File: src/rtl/shift_sequencer.sv
`default_nettype none
// ============================================================================
// Module   : shift_sequencer
// Purpose  : Sequences an external shift register through load / N shifts /
//            capture, and presents the shifted value with a one-cycle done.
// Revision : 1.0  initial release
// ============================================================================
module shift_sequencer #(
    parameter int WIDTH = 5,
    parameter int CNT_W = 3
) (
    input  logic             clk,
    input  logic             rst_n,
    input  logic             start,
    input  logic             dir,
    input  logic [CNT_W-1:0] count,
    input  logic [WIDTH-1:0] operand,
    output logic             sh_load,
    output logic             sh_right,
    output logic             sh_left,
    output logic [WIDTH-1:0] sh_in_value,
    input  logic [WIDTH-1:0] sh_value,
    output logic             busy,
    output logic             done,
    output logic [WIDTH-1:0] result
);

    typedef enum logic [2:0] {
        IDLE    = 3'd0,
        LOAD    = 3'd1,
        SHIFT   = 3'd2,
        CAPTURE = 3'd3,
        DONE    = 3'd4
    } state_t;

    // Counts are held one bit wider than the input so count == WIDTH never wraps.
    localparam logic [CNT_W:0] MAX_CNT = (CNT_W + 1)'(WIDTH);

    state_t           state;
    logic             dir_q;
    logic [CNT_W:0]   cnt_q;
    logic [CNT_W:0]   shift_cnt;
    logic [CNT_W:0]   count_clamped;

    // Requested shift distance, limited to the data width.
    always_comb begin
        count_clamped = {1'b0, count};
        if ({1'b0, count} > MAX_CNT) begin
            count_clamped = MAX_CNT;
        end
    end

    // Sequencer FSM; strobes are registered alongside the state so each one is
    // high for exactly the cycles its state is occupied.
    always_ff @(posedge clk or negedge rst_n) begin
        if (!rst_n) begin
            state       <= IDLE;
            dir_q       <= 1'b0;
            cnt_q       <= '0;
            shift_cnt   <= '0;
            sh_load     <= 1'b0;
            sh_right    <= 1'b0;
            sh_left     <= 1'b0;
            sh_in_value <= '0;
            busy        <= 1'b0;
            done        <= 1'b0;
            result      <= '0;
        end else begin
            case (state)
                IDLE: begin
                    if (start) begin
                        // sh_in_value doubles as the latched operand.
                        sh_in_value <= operand;
                        dir_q       <= dir;
                        cnt_q       <= count_clamped;
                        sh_load     <= 1'b1;
                        busy        <= 1'b1;
                        state       <= LOAD;
                    end
                end
                LOAD: begin
                    sh_load   <= 1'b0;
                    sh_right  <= ~dir_q;
                    sh_left   <= dir_q;
                    shift_cnt <= '0;
                    state     <= SHIFT;
                end
                SHIFT: begin
                    // cnt_q+1 pulses: the extra one flushes the shifter's
                    // one-update output lag so sh_value shows the full shift.
                    shift_cnt <= shift_cnt + 1'b1;
                    if (shift_cnt == cnt_q) begin
                        sh_right <= 1'b0;
                        sh_left  <= 1'b0;
                        state    <= CAPTURE;
                    end
                end
                CAPTURE: begin
                    result <= sh_value;
                    done   <= 1'b1;
                    state  <= DONE;
                end
                DONE: begin
                    done  <= 1'b0;
                    busy  <= 1'b0;
                    state <= IDLE;
                end
                default: begin
                    sh_load  <= 1'b0;
                    sh_right <= 1'b0;
                    sh_left  <= 1'b0;
                    done     <= 1'b0;
                    busy     <= 1'b0;
                    state    <= IDLE;
                end
            endcase
        end
    end

endmodule
`default_nettype wire

File: config.mk
export PLATFORM = sky130hd
export DESIGN_NAME = shift_sequencer
export DESIGN_NICKNAME = d
export VERILOG_FILES = /design/src/rtl/shift_sequencer.sv
export SDC_FILE = /design/constraint.sdc
export NUM_CORES = 1
export LEC_CHECK = 0
export CAP_MARGIN = 10
export CORE_UTILIZATION = 38
export CTS_CLUSTER_DIAMETER = 120
export DETAILED_ROUTE_END_ITERATION = 10
export DONT_BUFFER_PORTS = 1
export GPL_TIMING_DRIVEN = 0
export HOLD_SLACK_MARGIN = 0.1
export PLACE_DENSITY = 0.51
export SYNTH_ARGS = -nofsm -noshare
export SYNTH_HDL_FRONTEND = slang
export SYNTH_SLANG_ARGS = --single-unit
export TNS_END_PERCENT = 100
File: constraint.sdc
create_clock -name clk -period 2.6 [get_ports clk]
set_input_delay 0.52 -clock clk [delete_from_list [all_inputs] [get_ports clk]]
set_output_delay 0.52 -clock clk [all_outputs]
set_load 0.01 [all_outputs]
==> flow_metrics.py, run 1 <==
metrics = {
    "synth": {
        "ys_seq_area_share_pct": 56.03,
        "synth_most_common_cell": "dfrtp_1",
        "synth_area_leaders": "dfrtp_1 (56%), mux2_2 (12%), o21ai_0 (3.4%), xor2_1 (2.3%), a21oi_1 (2.2%)",
        "ys_types": 30,
        "avgSynthCellArea_um2": 12.09,
        "synthesis.area_um2": 1161,
        "synthFlopType": "dfrtp_1",
        "syn-num-nets": 114,
        "synth_top_cell_by_area": "dfrtp_1",
        "synth_edf_count": 0,
        "yosysWarnings": 0,
        "ys_ff_latch": 26,
        "syn_inst": 96,
        "synthTopCellsByCount": "dfrtp_1 (26), mux2_2 (12), o21ai_0 (8)",
        "synth-async-reset-ratio_pct": 100.0,
        "yosys.area.top_type_share_pct": 56.03,
    },
    "power": {
        "vdd_ir_drop_max_uv": 645.1,
        "p_per_area_nw_per_um2": 1265,
        "p_leak_nw": 0.5631,
    },
    "setup_path": {
        "rr_startpoint": "state[0]",
        "rrSetupSlack_ps": 1040,
        "worstReg2RegEnd": "cnt_q[2]",
        "crit_arrival_ps": 1780,
        "reg2reg_depth": 3,
        "crit_required_ps": 2820,
        "crit_path_end_kind": "flop",
        "worst-setup-path-type": "reg2reg",
        "path_max_fanout": 10,
        "startpoint_type": "flop",
    },
    "clock_tree": {
        "cts.sinks": 26,
        "htree_levels": 1,
        "cts_setup_buffers": 0,
        "cts_tree": "built",
        "ctsRootBufferMaster": "clkbuf_4",
        "insertion_delay_ps": 310,
        "clkTransAtPathRegs_ps": 130,
        "clk_path_buf_depth": 2,
        "cts-buffers-inserted": 3,
        "cts_resized": 0,
    },
    "place": {
        "gp_congestion": 0.7351,
        "placed_area_um2": 1200,
        "io_buffers": 0,
        "dp.cells": 127,
        "dp_hpwl_mm": 1.435,
    },
    "finish": {
        "nets": 121,
        "drive_above_1_share_pct": 22.55,
        "areaGrowthSynthToFinish_pct": 10.45,
        "fin_cells": 133,
        "diodes": 0,
        "fin_util_pct": 45.33,
        "post-route-cell-area_um2": 1282,
    },
    "sta": {
        "tns_ps": 0,
        "report.final.slew_viol_count": 0,
        "hold_ws_ps": 342.0,
        "rsz0062_at_grt": "false",
        "finalClockSkew_ps": 1.337,
        "hold_viol": 0,
        "final-setup-viol-count": 0,
        "fin_crit_sh_pct": 60.08,
        "tightest_slew_ps": 503.3,
        "fin_crit_ps": 1562,
        "fmax_mhz": 640.2,
        "max_slew_margin_pct": 66.38,
    },
    "routing": {
        "drc": 1,
        "wirelength_mm": 1.961,
        "drt.antenna.violating_nets": 0,
        "dr.pass1.iters": 7,
        "wl_per_cell_um": 14.74,
        "via_count": 723,
        "via_per_inst": 5.436,
        "first_iter_violations": 24,
    },
    "grt": {
        "grt_pass1_vias": 779,
        "grt_first_pass_wirelength_mm": 3.470,
        "antenna_found_initial": 0,
        "grt_usage_pct": 14.21,
        "grt_max_degree": 27,
        "overflow": 0,
    },
    "hold_path": {
        "hold_path.class": "in2reg",
        "whs_path_depth": 1,
        "min_from": "sh_value[4]",
        "whs_endpoint": "result[4]",
    },
    "die": {
        "rows": 19,
        "die_w_um": 57.28,
        "core_area_um2": 2829,
        "ios": 32,
        "dieHeight_um": 57.28,
        "start_util_pct": 41.04,
        "die_area_um2": 3280,
    },
    "outcome": {
        "violations": "DRC",
        "run_status": "finished, violations left",
    },
    "run": {
        "maxCapViolCount": 0,
    },
}
cell families (layout without fill, tap and decap cells):
group | after synthesis | in the layout | share of synthesized area, %
fa+ha+maj | 1 | 1 | 1.077
buf+inv | 9 | 15 | 3.448
simple gates | 22 | 22 | 12.61
xor+xnor | 4 | 4 | 3.018
mux | 13 | 13 | 12.50
compound gates | 21 | 21 | 11.31
flops | 26 | 26 | 56.03
layer usage:
layer | vias to the layer above | share of wire (%) | GRT usage (%) | wire length, um
li1 | 349 | - | - | -
met4 | 0 | 1.1 | 4.181 | 22
met1 | 356 | 45 | 17.28 | 888
met5 | - | 0 | 0 | 0
met2 | 16 | 49 | 23.53 | 962
met3 | 2 | 4.4 | 5.442 | 87
worst max-delay path by stage:
stage	end	depth (start not counted)	startpoint	slack [ps]
4_1_cts	cnt_q[2]	3	state[0]	1000
2_1_floorplan	cnt_q[2]	3	start	1170
5_1_grt	cnt_q[2]	3	state[0]	940
3_5_place_dp	cnt_q[2]	3	state[0]	1030
3_3_place_gp	dir_q	3	state[0]	1060
6_report	cnt_q[2]	3	state[0]	1040
critical path: stages (launching register included):
cell     delay (ps)
dfrtp_1         460
nor4b_4         400
buf_4           250
mux2_2          340
report_power, final:
group	internal, mW	switching (mW)	total (mW)
registers	0.596	0.210	0.806
logic	0.293	0.253	0.547
clock network	0.156	0.114	0.270
state kept, by name, summed over array words and instances (netlist names):
register / cells
state: 3
shift_cnt: 4
done: 1
busy: 1
sh_in_value: 5
sh_left: 1
sh_right: 1
dir_q: 1
sh_load: 1
cnt_q: 3
result: 5
area by class of cell:
class,instances,area [um^2]
plain buffers,4,21.27
clock buffers,3,22.52
clock inverters,1,30.03
fillers,273,1546
inverters,5,18.77
multi-input cells,61,470.5
flip-flops and latches,26,650.6
well taps,31,38.79
repair buffers,2,30.03
repair_timing:
| action | in CTS | in global routing |
|---|---|---|
| hold endpoints to repair | 26 | 0 |
| hold buffers | 2 | 0 |
| endpoints found under the setup margin | 0 | 0 |
layout by cell type, fill, tap and decap left out, types with 2 or more instances in the layout:
master    netlist  routed
dfrtp_1        26      26
mux2_2         12      12
o21ai_0         8       8
nand2_1         5       5
inv_1           5       5
a21oi_1         5       5
nor2b_1         3       3
nor2_1          3       3
xor2_1          3       3
clkbuf_4        0       3
buf_2           2       2
nand2b_1        2       2
o31ai_1         2       2
a31o_1          2       2
or3_1           2       2
through the flow:
| step | setup slack, ps | total power, mW |
|---|---|---|
| floorplan | 1174 | 1.241 |
| global route | 942.0 | 1.764 |
| detailed placement | 1032 | 1.369 |
| global placement | 1059 | 1.346 |
| finish | 1038 | 1.623 |
| CTS | 1000 | 1.661 |
No activity file was read; power rests on OpenSTA's default activity.
==> inputs of run 2 (changes only) <==
- PLACE_DENSITY: 0.51 -> 0.53
- clock period: 2.6 -> 1.3 ns (I/O delays scaled with it)
==> run 2 against run 1 <==
  * The flow finishes with violations (DRC, setup timing)
  * Critical endpoint is now sh_right
  * Sequential share of layout area shrank 7.5 points
  * Highest routed layer unchanged
  * Core utilization grew 7.8 points
  * Flip-flop and latch count is the same
  * Routed wire length grew 16%
  * Combinational power grew to 2.7 times the previous value
  * Largest cell class unchanged
==> flow_metrics.py, run 2 (same netlist as run 1, synthesis figures left out) <==
metrics = {
    "setup_path": {
        "startpoint": "shift_cnt[2]",
        "crit_arrival_ps": 1620,
        "startpoint_type": "flop",
        "crit_required_ps": 1520,
        "crit_path_end_kind": "flop",
        "worst-setup-path-type": "reg2reg",
        "path_max_fanout": 3,
        "rr_startpoint": "shift_cnt[2]",
    },
    "sta": {
        "fin_crit_sh_pct": 107.9,
        "tns_ps": -712.9,
        "timing.final.ws_setup_ps": -102.8,
        "max_slew_margin_pct": 81.89,
        "report.final.slew_viol_count": 0,
        "fmax_mhz": 712.9,
        "fin_crit_ps": 1403,
        "finalClockSkew_ps": 5.365,
        "hold_viol": 0,
        "tightest_slew_ps": 267.9,
        "final-setup-viol-count": 10,
        "rsz0062_at_grt": "true",
    },
    "grt": {
        "grtUsageMet1_pct": 17.28,
        "grt.busiest_layer": "met2",
        "grt_max_degree": 27,
        "grt_pass1_vias": 842,
        "grt_use_met2_pct": 26.05,
        "grt_first_pass_wirelength_mm": 3.657,
        "met3_usage_pct": 4.989,
        "grt_usage_pct": 14.69,
        "overflow": 0,
        "antenna_found_initial": 0,
    },
    "hold_path": {
        "hold_path.class": "in2reg",
        "min_from": "count[0]",
    },
    "outcome": {
        "violations": "DRC, setup timing",
        "run_status": "finished, violations left",
    },
    "place": {
        "dp_hpwl_mm": 1.506,
        "gp_congestion": 0.7664,
        "placed_area_um2": 1219,
        "io_buffers": 0,
    },
    "finish": {
        "final_common_cell": "dfrtp_1",
        "nets": 142,
        "areaGrowthSynthToFinish_pct": 29.53,
        "diodes": 0,
        "reg.largest.list": "result (5), sh_in_value (5), shift_cnt (4)",
        "drive_above_1_share_pct": 27.05,
        "final_cell_mix": "dfrtp_1 (26), dlygate4sd3_1 (15), o21ai_0 (8)",
        "post-route-cell-area_um2": 1504,
        "fillers": 256,
    },
    "die": {
        "ios": 32,
        "core_area_um2": 2829,
        "die_w_um": 57.28,
        "rows": 19,
        "dieHeight_um": 57.28,
        "die_area_um2": 3280,
        "start_util_pct": 41.04,
    },
    "routing": {
        "wl_per_cell_um": 14.82,
        "dr.pass1.iters": 7,
        "via_per_inst": 5.333,
        "first_iter_violations": 21,
        "wirelength_mm": 2.268,
        "drt.antenna.violating_nets": 0,
        "via_count": 816,
        "drc": 4,
    },
    "clock_tree": {
        "htree_levels": 1,
        "clkTransAtPathRegs_ps": 130,
        "cts_tree": "built",
        "ctsRootBufferMaster": "clkbuf_4",
        "clk_path_buf_depth": 2,
        "insertion_delay_ps": 310,
        "cts-buffers-inserted": 3,
        "cts.sinks": 26,
    },
    "power": {
        "vdd_ir_drop_max_uv": 1179,
        "p_leak_nw": 0.6810,
        "p_per_area_nw_per_um2": 2249,
    },
    "run": {
        "maxCapViolCount": 0,
    },
}
## run 2: cell count changes in the layout (fill, tap and decap cells not counted), sizes merged
| cell | change |
|---|---|
| clkbuf | +1 |
| dlygate4sd3 | +14 |
| bufinv | -1 |
| buf | +6 |
## run 2: metrics by stage
| step | worst slack [ps] | hold slack, ps | cells | power, mW | util (%) |
|---|---|---|---|---|---|
| 2_1_floorplan | -74.48 | -35.59 | 96 | 2.542 | - |
| 3_3_place_gp | -169.6 | -35.04 | 127 | 2.756 | 43.08 |
| 3_5_place_dp | -192.8 | -34.92 | 127 | 2.809 | 43.08 |
| 4_1_cts | -99.91 | 111.5 | 152 | 3.398 | 52.50 |
| 5_1_grt | -135.9 | 139.1 | 153 | 3.638 | 53.16 |
| 6_report | -102.8 | 125.8 | 153 | 3.383 | 53.16 |
## run 2: path summary, 6_finish.rpt
path | cells after the start | slack [ps] | end
min reg2reg | 1 | 560 | cnt_q[2]
max reg2reg | 3 | -100 | sh_right
min | 2 | 130 | cnt_q[0]
max | 3 | -100 | sh_right
max in group asynchronous | 2 | 790 | shift_cnt[2]
min in group asynchronous | 2 | 360 | sh_in_value[3]
## run 2: worst max-delay path, stage by stage (launching register included)
cell and delay, ps:
dfrtp_1 420, xor2_1 160, or4_4 540, a31o_1 190
## run 2: report_power, final
part           internal, mW  leakage, nW  switching [mW]
Combinational         0.842        0.352           0.607
Sequential             1.19        0.316           0.413
Clock                 0.108       0.0138           0.219
Total                  2.14        0.681            1.24
## run 2: repair_timing
item,in CTS,in global routing
endpoints found under the setup margin,20,18
hold endpoints to repair,39,1
pin swaps,4,1
gates resized for setup,9,2
hold buffers,15,1
setup buffers,7,0
## run 2: area by class of cell
class                      instances  area (um^2)  share of cell area (%)
timing repair buffer              23        222.7                   14.81
inverter                           5        18.77                   1.248
sequential                        26        650.6                   43.26
clock buffer                       3        22.52                   1.498
multi-input combinational         61        513.0                   34.11
buffer                             4        37.54                   2.496
tap                               31        38.79                   2.579
## run 2: layer usage
layer  wire length, um  share of wire, %
met1              1017                45
met2              1127                50
met3               103               4.5
met4                19              0.84
met5                 0                 0
